**config.mk**
```make
export PLATFORM = sky130hd
export DESIGN_NAME = speicher_steuerung
export DESIGN_NICKNAME = d
export VERILOG_FILES = /design/src/rtl/speicher_pkg.sv /design/src/rtl/speicher_dekoder.sv /design/src/rtl/speicher_steuerung.sv
export SDC_FILE = /design/constraint.sdc
export NUM_CORES = 1
export LEC_CHECK = 0
export CAP_MARGIN = 20
export CORE_MARGIN = 5
export CORE_UTILIZATION = 46
export CTS_BUF_LIST = sky130_fd_sc_hd__clkbuf_4 sky130_fd_sc_hd__clkbuf_8
export CTS_CLUSTER_DIAMETER = 200
export DETAILED_ROUTE_END_ITERATION = 8
export PLACE_DENSITY = 0.86
export SLEW_MARGIN = 5
export SYNTH_ARGS = -nofsm -noshare
export SYNTH_HDL_FRONTEND = slang
export SYNTH_SLANG_ARGS = --single-unit
```
**constraint.sdc**
```tcl
create_clock -name Clock -period 4.05 [get_ports Clock]
set_clock_uncertainty 0.05 [all_clocks]
set_input_delay 0.81 -clock Clock [delete_from_list [all_inputs] [get_ports Clock]]
set_output_delay 0.81 -clock Clock [all_outputs]
set_load 0.02 [all_outputs]
```
**src/rtl/speicher_pkg.sv**
```systemverilog
// rtl/speicher_pkg.sv - shared types and constants for the memory controller
package speicher_pkg;

  typedef enum logic [1:0] {
    LEER    = 2'd0,
    ZUGRIFF = 2'd1,
    WARTEN  = 2'd2,
    FERTIG  = 2'd3
  } zustand_t;

  localparam int IO_BIT           = 31;
  localparam int DEFAULT_WORDSIZE = 32;
  localparam int DEFAULT_WORDS    = 256;

endpackage

```
**src/rtl/speicher_dekoder.sv**
```systemverilog
// rtl/speicher_dekoder.sv - combinational IO / RAM / out-of-range address decode
// Range check only exists when BEREICHSPRUEFUNG_EN is defined; otherwise high bits alias.
module speicher_dekoder
  import speicher_pkg::*;
#(
  parameter int AW = 8
) (
  input  logic [31:0] adresse,
  output logic        ist_io,
  output logic        ist_ram,
  output logic        ausserhalb
);

  always_comb begin
    ist_io  = adresse[IO_BIT];
    ist_ram = !adresse[IO_BIT];
  end

`ifdef BEREICHSPRUEFUNG_EN
  logic unused_adresse_bits;
  assign unused_adresse_bits = ^adresse[AW-1:0];
  assign ausserhalb = !adresse[IO_BIT] && (adresse[IO_BIT-1:AW] != '0);
`else
  logic unused_adresse_bits;
  assign unused_adresse_bits = ^adresse[IO_BIT-1:0];
  assign ausserhalb = 1'b0;
`endif

endmodule

```
**src/rtl/speicher_steuerung.sv**
```systemverilog
// rtl/speicher_steuerung.sv - CPU-to-RAM/IO access controller, RAM lives outside this block
// Optional address range check enabled by BEREICHSPRUEFUNG_EN.
module speicher_steuerung
  import speicher_pkg::*;
#(
  parameter int  WORDSIZE = DEFAULT_WORDSIZE,
  parameter int  WORDS    = DEFAULT_WORDS,
  localparam int AW       = $clog2(WORDS)
) (
  input  logic                Clock,
  input  logic                Reset,
  input  logic                Anfrage,
  input  logic                SchreibenAn,
  input  logic [31:0]         Adresse,
  input  logic [WORDSIZE-1:0] DatenRein,
  output logic                Bereit,
  output logic                Fertig,
  output logic [WORDSIZE-1:0] DatenRaus,
  output logic [WORDSIZE-1:0] Ausgabe,
  output logic                Fehler,
  output logic                RamSchreibenAn,
  output logic [AW-1:0]       RamAdresse,
  output logic [WORDSIZE-1:0] RamDatenRein,
  input  logic [WORDSIZE-1:0] RamDatenRaus
);

  zustand_t            zustand;
  logic [31:0]         adr_q;
  logic [WORDSIZE-1:0] daten_q;
  logic                schreiben_q;

  logic ist_io;
  logic ist_ram;
  logic ausserhalb;

  speicher_dekoder #(
    .AW(AW)
  ) u_dekoder (
    .adresse   (adr_q),
    .ist_io    (ist_io),
    .ist_ram   (ist_ram),
    .ausserhalb(ausserhalb)
  );

  // Reset gates the write strobe so an interrupted store never reaches the RAM.
  assign RamSchreibenAn = (zustand == ZUGRIFF) && schreiben_q && ist_ram && !ausserhalb && !Reset;
  assign RamAdresse     = adr_q[AW-1:0];
  assign RamDatenRein   = daten_q;

  always_ff @(posedge Clock) begin
    if (Reset) begin
      zustand     <= LEER;
      Bereit      <= 1'b1;
      Fertig      <= 1'b0;
      DatenRaus   <= '0;
      Ausgabe     <= '0;
      adr_q       <= '0;
      daten_q     <= '0;
      schreiben_q <= 1'b0;
    end else begin
      Fertig <= 1'b0;
      case (zustand)
        LEER: begin
          if (Anfrage) begin
            adr_q       <= Adresse;
            daten_q     <= DatenRein;
            schreiben_q <= SchreibenAn;
            zustand     <= ZUGRIFF;
            Bereit      <= 1'b0;
          end
        end
        ZUGRIFF: begin
          if (ist_io) begin
            if (schreiben_q) begin
              Ausgabe <= daten_q;
            end else begin
              DatenRaus <= Ausgabe;
            end
          end
          // RAM read data arrives one cycle later, so loads take the extra WARTEN step.
          if (ist_ram && !schreiben_q) begin
            zustand <= WARTEN;
          end else begin
            zustand <= FERTIG;
          end
        end
        WARTEN: begin
          DatenRaus <= ausserhalb ? '0 : RamDatenRaus;
          zustand   <= FERTIG;
        end
        FERTIG: begin
          Fertig  <= 1'b1;
          Bereit  <= 1'b1;
          zustand <= LEER;
        end
        default: begin
          Bereit  <= 1'b1;
          zustand <= LEER;
        end
      endcase
    end
  end

`ifdef BEREICHSPRUEFUNG_EN
  logic fehler_q;

  always_ff @(posedge Clock) begin
    if (Reset) begin
      fehler_q <= 1'b0;
    end else if (zustand == ZUGRIFF && ausserhalb) begin
      fehler_q <= 1'b1;
    end
  end

  assign Fehler = fehler_q;
`else
  assign Fehler = 1'b0;
`endif

endmodule

```
* Word-level counts from Yosys, hierarchy flattened *
Cells that the tools add are included.

word-level totals
  register bits after elaboration = 133
  bits of input ports = 100
  output and inout bits = 108
  word-level logic and storage cells = 37

operators by class
  equal/unequal tests = 6
  reduce and logical (&&, ||, !) cells = 14
  muxes and demuxes = 9

operators with widths
  cell                                                             count
  32-bit 2-to-1 mux                                                2
  32-bit case mux with 2 select lines                              1
  2-bit case mux with 4 select lines                               1
  2-bit inequality test, second input constant                     3
  3-bit AND reduction                                              2
  2-bit == test, second input constant                             2
  1-bit logical AND                                                4
  2-bit AND reduction                                              2
  2-bit nonzero test                                               2
  1-bit zero test                                                  3
  1-bit 2-to-1 mux                                                 3
  2-bit by 1-bit == test with 1-bit output, second input constant  1
  2-bit zero test                                                  1
  2-bit 2-to-1 mux                                                 1
  1-bit case mux with 2 select lines                               1

* Logic depth before layout (Yosys ltp) *
Gate-level depths: netlist of the first run.

  word-level depth = 4
  depth in mapped cells = 9
  mapped depth without buffers = 5

* Hierarchy *
A second synthesis of the first run with hierarchy kept.

unflattened totals
  cell total of the unflattened synthesis = 623
  area total of the unflattened synthesis = 5315.1 um2

by module, submodules not included
  module              area each (um2)  sequential area each (um2)  instances  cells an instance
  speicher_steuerung  5292.6           2662.6                      1          619
  speicher_dekoder    22.5             0.0                         1          4

* Worst setup path after synthesis of the first run *
Ideal clock, no wire load.

  path kind = in2out
  from = in Reset
  to = out RamSchreibenAn
  setup slack = 1.461 ns
  buffers on the path = 2
  data arrival time = 1.729 ns
  cell stages on the path = 3
  data required time = 3.190 ns
  cell sequence = clkbuf_1 -> clkbuf_1 -> nor3_1

on the way
  cells in the longest elaborated chain, start to end = 2

RTL lines
  what               RTL line                  text
  from (decl)        speicher_steuerung.sv:11  input logic Reset,
  1-bit zero test    speicher_steuerung.sv:46  assign RamSchreibenAn = (zustand == ZUGRIFF) && schreiben_q && ist_ram && !ausserhalb && !Reset;
  1-bit logical AND  speicher_steuerung.sv:46
  to (decl)          speicher_steuerung.sv:21  output logic RamSchreibenAn,

No other way between the ends.

* Final worst setup path of the first run *
Same ends and word-level chain as after synthesis.

==> metrics.csv, run 1 <==
stage,metric,value,unit
run_status,outcome,"finished, final reports clean",
timing,fmax,0.3507,GHz
route,via count,4082,
floorplan,Die X,107.8,µm
route,ANT nets after route,0,
route,Routed WL,13100,µm
clock_tree,root buffer cell,clkbuf_8,
critical_path,Setup CP Type,input port to output pin,
global_route,largest net degree at the start of global routing,67,
clock_tree,Longest Clk Path Bufs,2,
power_and_ir_drop,VDD IR max,0.0002968,V
clock_tree,total CTS buffers,9,
critical_path,crit path launch,Reset,
critical_path,R2R setup slack,1.91,ns
synth,Netlist Area Pre-Place,0.004402,mm²
critical_path,CP max-delay cell,clkdlybuf4s50_1,
power_and_ir_drop,Power Density,548.0,mW/mm²
critical_path,crit path max fanout,46,
timing,setup TNS,0,ns
synth,Post-synth EDFFs,0,
synth,"Seq/Total Area, Yosys",0.5003,
critical_path,"Req. time, crit path",3.19,ns
global_route,number of global-route vias before repair,4064,
power_and_ir_drop,Design Power,3.543,mW
place,PortBufs,183,
layout,post-route cell area,0.006465,mm²
critical_path,worst r2r dst,RamDatenRein[11]$_SDFFE_PP0P_,
timing,relative slew slack,0.3640,
timing,"Period Utilization, post-route",0.7041,
floorplan,FP Rows,35,
synth,yosys warns,0,
floorplan,Die Area,0.01163,mm²
critical_path,Crit path largest cell delay,0.65,ns
layout,diodes inserted,0,
critical_path,Worst path depth,3,
floorplan,CORE AREA,0.009284,mm²
place,dpl hpwl,9459,µm
timing,final worst path period need,2.852,ns
critical_path,FF-to-FF Start,zustand[1]$_SDFFE_PP0P_,
place,pre-CTS setup slack,1.202,ns
clock_tree,CTS Sinks,110,
synth,ys async rst share,0,
layout,Post-layout nets,763,
clock_tree,cts hold-fix bufs,0,
timing,Final Hold Vio Count,0,
synth,Mapped Cells,501,
timing,Worst Tran Pin Value,0.9540,ns
timing,RSZ-0062 raised after global routing,no,
floorplan,Die Y,107.8,µm
timing,final count of pins violating max slew,0,
critical_path,CP cell instances,buf_4 > nor3_1 > clkdlybuf4s50_1,
critical_path,"Buf+Inv Stages, Crit Path",2,
route,Via density,5.154,
synth,top cell type's share of synthesized area,0.5003,
synth,Syn Area/Cell,8.786,µm²
critical_path,startpoint types,input port,
synth,"top cells by area, synth","dfxtp_1, nand2_1, a211oi_2, a21oi_1, mux2i_1",
synth,Mapped Nets,606,
synth,Seq cells post-synth,110,
route,drt wl/cell,16.54,µm
global_route,GRT Residual Overflow,0,
clock_tree,CTS tree,done,
clock_tree,clock slew at reported path FFs,0.11,ns
critical_path,crit end category,output pin,
synth,Netlist cell types,25,
clock_tree,CTS H-Tree Depth,3,
clock_tree,post-CTS sizing,0,
route,drt drc,0,
global_route,global-route wire length before repair,20390,µm
layout,layout cells sized above 1,0.08748,
floorplan,Starting Density,0.4741,
layout,# fillers,766,
layout,area grow syn2layout,46.87,%
critical_path,Critical Path Sink,RamSchreibenAn,
power_and_ir_drop,Pleak,2.165,nW
critical_path,CP arrival,1.99,ns
clock_tree,Post-CTS Setup Repair Bufs,0,
place,gp weighted congestion,0.7595,
timing,fin worst setup slack,1.198,ns
clock_tree,worst skew pair latency,0.36,ns
worst_hold_path,min-delay src,RamDatenRein[12]$_SDFFE_PP0P_,
floorplan,I/O pin count,208,
synth,Synth Flop Type,dfxtp_1,
place,Post-DP Area,0.006250,mm²
worst_hold_path,worst hold path type,flop to flop,
route,drt initial violations,113,
critical_path,reg2reg path depth,6,
run,number of max-cap violations,0,
global_route,Global Route Usage Sum,0.2214,
critical_path,"CP delay by family, top",buffers and inverters,
route,first drt pass iteration count,4,
synth,Yosys top cell by area,dfxtp_1,
timing,# setup viols final,0,
timing,smallest hold slack,0.4092,ns
global_route,initial antenna violation count,0,
## power breakdown
part	switching, mW	total, mW	internal [mW]
Combinational	0.811	1.46	0.652
Clock	0.370	0.696	0.326
Sequential	0.115	1.38	1.27
## registers in the layout, summed over array words and instances, names as in the netlist
signal and flops:
Ausgabe 32, DatenRaus 32, RamDatenRein 32, adr_q 9, zustand 2, Bereit 1
Fertig 1, schreiben_q 1
## logic make-up (layout without fill, tap and decap cells)
kind of cell	Yosys count	after routing	share of synthesized area
compound gates	111	111	0.1796
fa+ha+maj	5	5	0.01421
buf+inv	47	209	0.04889
flops	110	110	0.5003
mux	33	33	0.07504
other cells	1	1	0.0008519
simple gates	194	194	0.1811
## per-stage QoR
step / instances / utilization
floorplan: 501 / -
global placement: 776 / 0.6732
detailed placement: 776 / 0.6732
CTS: 792 / 0.6964
global route: 792 / 0.6964
finish: 792 / 0.6964
## worst reg2reg max path: cells and delay by family (launching register included)
| kind | cells | cell delay [ns] |
|---|---|---|
| flip-flops | 1 | 0.41 |
| adder cells (fa/ha/maj) | 1 | 0.23 |
| AND/OR/NAND/NOR | 2 | 0.73 |
| AO/OA/AOI/OAI | 1 | 0.15 |
| buffers and inverters | 2 | 0.51 |
## cell type report
| class | count | area, µm² | share of cell area |
|---|---|---|---|
| inverter | 2 | 7.507 | 0.001161 |
| clock buffer | 11 | 151.4 | 0.02342 |
| timing repair buffer | 191 | 1889 | 0.2922 |
| clock inverter | 5 | 63.81 | 0.009870 |
| sequential | 110 | 2202 | 0.3406 |
| tap | 129 | 161.4 | 0.02497 |
| multi-input combinational | 344 | 1989 | 0.3077 |
## cell usage in the layout, fill, tap and decap left out, types with 2 or more instances in the layout
cell type / count
clkdlybuf4s50_1: 182
nor3_1: 33
a211oi_2: 30
a211oi_1: 3
inv_1: 2
inv_6: 2
nand2_1: 150
clkbuf_8: 11
ha_1: 4
a21oi_1: 75
dfxtp_1: 110
mux2i_1: 33
nor2_1: 2
o21ai_0: 2
buf_4: 9
## routing by layer
metal | routed length [µm] | track usage | up-vias
li1 | - | - | 2004
met1 | 5209 | 0.2561 | 1922
met2 | 6655 | 0.3939 | 135
met3 | 937 | 0.05459 | 21
met4 | 296 | 0.07935 | 0
met5 | 0 | 0 | -
## worst min-delay path by stage
stage	end	cells after the start
after floorplan	schreiben_q$_SDFFE_PP0P_	2
after detailed placement	adr_q[7]$_SDFFE_PP0P_	2
after CTS	Ausgabe[12]$_SDFFE_PP0P_	2
after global routing	adr_q[3]$_SDFFE_PP0P_	2
final	Ausgabe[12]$_SDFFE_PP0P_	2
after global placement	adr_q[2]$_SDFFE_PP0P_	2
## cell usage after synthesis, drive strengths merged (2+ instances only)
| cell | instances |
|---|---|
| nor3 | 33 |
| nor2b | 2 |
| nand2 | 150 |
| inv | 2 |
| clkbuf | 36 |
| o21ai | 2 |
| a211oi | 33 |
| nor2 | 2 |
| a21oi | 75 |
| ha | 5 |
| dfxtp | 110 |
| mux2i | 33 |
| buf | 9 |
Note: power is estimated with default switching activity, not from simulation.
==> run 2: changes to the inputs <==
Settings changed: CORE_UTILIZATION 46 to 38, PLACE_DENSITY 0.86 to 0.75.
Clock period 4.05 ns to 2.4 ns, I/O delays scaled along.
==> metrics.csv, run 2 (synthesis gave the netlist of run 1 again) <==
stage,metric,value,unit,change
run_status,outcome,"finished, final reports clean",,
timing,# setup viols final,0,,unchanged
layout,post-route cell area,0.006486,mm²,+0.33%
timing,final count of pins violating max slew,0,,unchanged
power_and_ir_drop,VDD IR max,0.0004794,V,+62%
layout,area grow syn2layout,47.36,%,
layout,# fillers,1036,,+35%
clock_tree,Longest Clk Path Bufs,2,,unchanged
route,first drt pass iteration count,4,,unchanged
layout,diodes inserted,0,,unchanged
power_and_ir_drop,Pleak,2.167,nW,about the same
global_route,number of global-route vias before repair,4182,,+2.9%
floorplan,CORE AREA,0.01137,mm²,+22%
worst_hold_path,worst hold path type,flop to flop,,
critical_path,CP arrival,2.29,ns,+0.30 ns
floorplan,Die X,117.6,µm,+9.1%
route,via count,4060,,-0.54%
clock_tree,clock slew at reported path FFs,0.10,ns,about the same
critical_path,Setup CP Type,flop to flop,,
critical_path,crit end category,flop,,
place,gp weighted congestion,0.7999,,+5.3%
global_route,largest net degree at the start of global routing,111,,+66%
floorplan,FP Rows,39,,+11%
timing,RSZ-0062 raised after global routing,no,,
floorplan,I/O pin count,208,,unchanged
clock_tree,cts hold-fix bufs,0,,unchanged
timing,"Period Utilization, post-route",0.8937,,
floorplan,Starting Density,0.3871,,-0.08698
timing,relative slew slack,0.3376,,-0.02637
critical_path,crit path launch,zustand[1]$_SDFFE_PP0P_,,
global_route,GRT Residual Overflow,0,,unchanged
route,drt drc,0,,unchanged
worst_hold_path,min-delay src,adr_q[3]$_SDFFE_PP0P_,,
timing,Final Hold Vio Count,0,,unchanged
layout,"commonest cells after routing, fill and taps aside","clkdlybuf4s50_1, nand2_1, dfxtp_1, a21oi_1",,
layout,"most common cell after layout, fill and taps aside",clkdlybuf4s50_1,,
place,PortBufs,183,,unchanged
floorplan,Die Area,0.01384,mm²,+19%
layout,layout cells sized above 1,0.09173,,+0.004248
route,drt wl/cell,16.14,µm,-2.4%
power_and_ir_drop,Power Density,903.0,mW/mm²,+65%
route,drt initial violations,151,,+34%
clock_tree,post-CTS sizing,0,,unchanged
run,number of max-cap violations,0,,unchanged
clock_tree,CTS H-Tree Depth,3,,unchanged
layout,Util after Layout,0.5705,,-0.1259
global_route,global-route wire length before repair,21360,µm,+4.8%
clock_tree,Post-CTS Setup Repair Bufs,0,,unchanged
clock_tree,CTS tree,done,,
timing,Worst Tran Pin Value,0.9936,ns,+0.03956 ns
critical_path,startpoint types,flop,,
timing,fmax,0.4662,GHz,
layout,Post-layout nets,766,,+0.39%
place,dpl hpwl,9417,µm,-0.45%
route,Via density,5.025,,-2.5%
route,Routed WL,13040,µm,-0.42%
clock_tree,worst skew pair latency,0.36,ns,about the same
critical_path,"Req. time, crit path",2.54,ns,-0.65 ns
clock_tree,root buffer cell,clkbuf_8,,
global_route,Global Route Usage Sum,0.1846,,-0.03672
timing,smallest hold slack,0.4107,ns,+0.001454 ns
global_route,initial antenna violation count,0,,unchanged
floorplan,Die Y,117.6,µm,+9.1%
place,pre-CTS setup slack,0.2293,ns,-0.9730 ns
clock_tree,CTS Sinks,110,,unchanged
route,ANT nets after route,0,,unchanged
critical_path,FF-to-FF Start,zustand[1]$_SDFFE_PP0P_,,
place,Post-DP Area,0.006305,mm²,+0.88%
layout,fin cells,808,,+2.0%
place,Placed Cells,793,,+2.2%
timing,setup TNS,0,ns,unchanged
timing,fin worst setup slack,0.2550,ns,-0.9434 ns
critical_path,crit path max fanout,32,,-30%
clock_tree,total CTS buffers,9,,unchanged
power_and_ir_drop,Design Power,5.857,mW,+65%
timing,final worst path period need,2.145,ns,
## run 2: cell types whose count changed in the layout (fill, tap and decap cells not counted)
cell | before | now
buf_4 | 9 | 12
buf_12 | 0 | 1
bufinv_16 | 1 | 0
clkbuf_8 | 11 | 10
clkdlybuf4s50_1 | 182 | 181
clkinvlp_4 | 1 | 2
inv_6 | 2 | 1
inv_8 | 0 | 1
nor2b_2 | 1 | 0
nor2b_4 | 0 | 1
## run 2: area by class of cell
cell class / count / area [µm²] / area share
Sequential cell: 110 / 2202 / 0.3395
Tap cell: 143 / 178.9 / 0.02758
Clock buffer: 10 / 137.6 / 0.02122
Timing Repair Buffer: 194 / 1922 / 0.2963
Inverter: 2 / 7.507 / 0.001157
Multi-Input combinational cell: 344 / 1994 / 0.3075
Clock inverter: 5 / 43.79 / 0.006752
## run 2: per-layer routing
metal,global-route usage,wire (µm),vias to the layer above
li1,-,-,2010
met1,0.2136,5317,1924
met2,0.3257,6604,110
met3,0.05622,880,16
met4,0.05663,242,0
met5,0,0,-
## run 2: path summary, 6_finish.rpt
kind,endpoint,slack (ns),cells after the start
max,DatenRaus[12]$_SDFFE_PP0P_,0.26,5
min reg2reg,adr_q[3]$_SDFFE_PP0P_,0.41,2
max reg2reg,DatenRaus[12]$_SDFFE_PP0P_,0.26,5
min,adr_q[3]$_SDFFE_PP0P_,0.41,2
## run 2: critical path: stages (launching register included)
cell and delay (ns):
dfxtp_1 0.36, inv_1 0.12, ha_1 0.29, and3b_1 0.22, or2_2 0.78, a211oi_2 0.15
## run 2: power by group
part | internal [mW] | total (mW) | switching [mW] | leakage [nW]
logic | 1.12 | 2.49 | 1.37 | 1.18
clock network | 0.414 | 1.03 | 0.618 | 0.0869
registers | 2.14 | 2.34 | 0.196 | 0.896
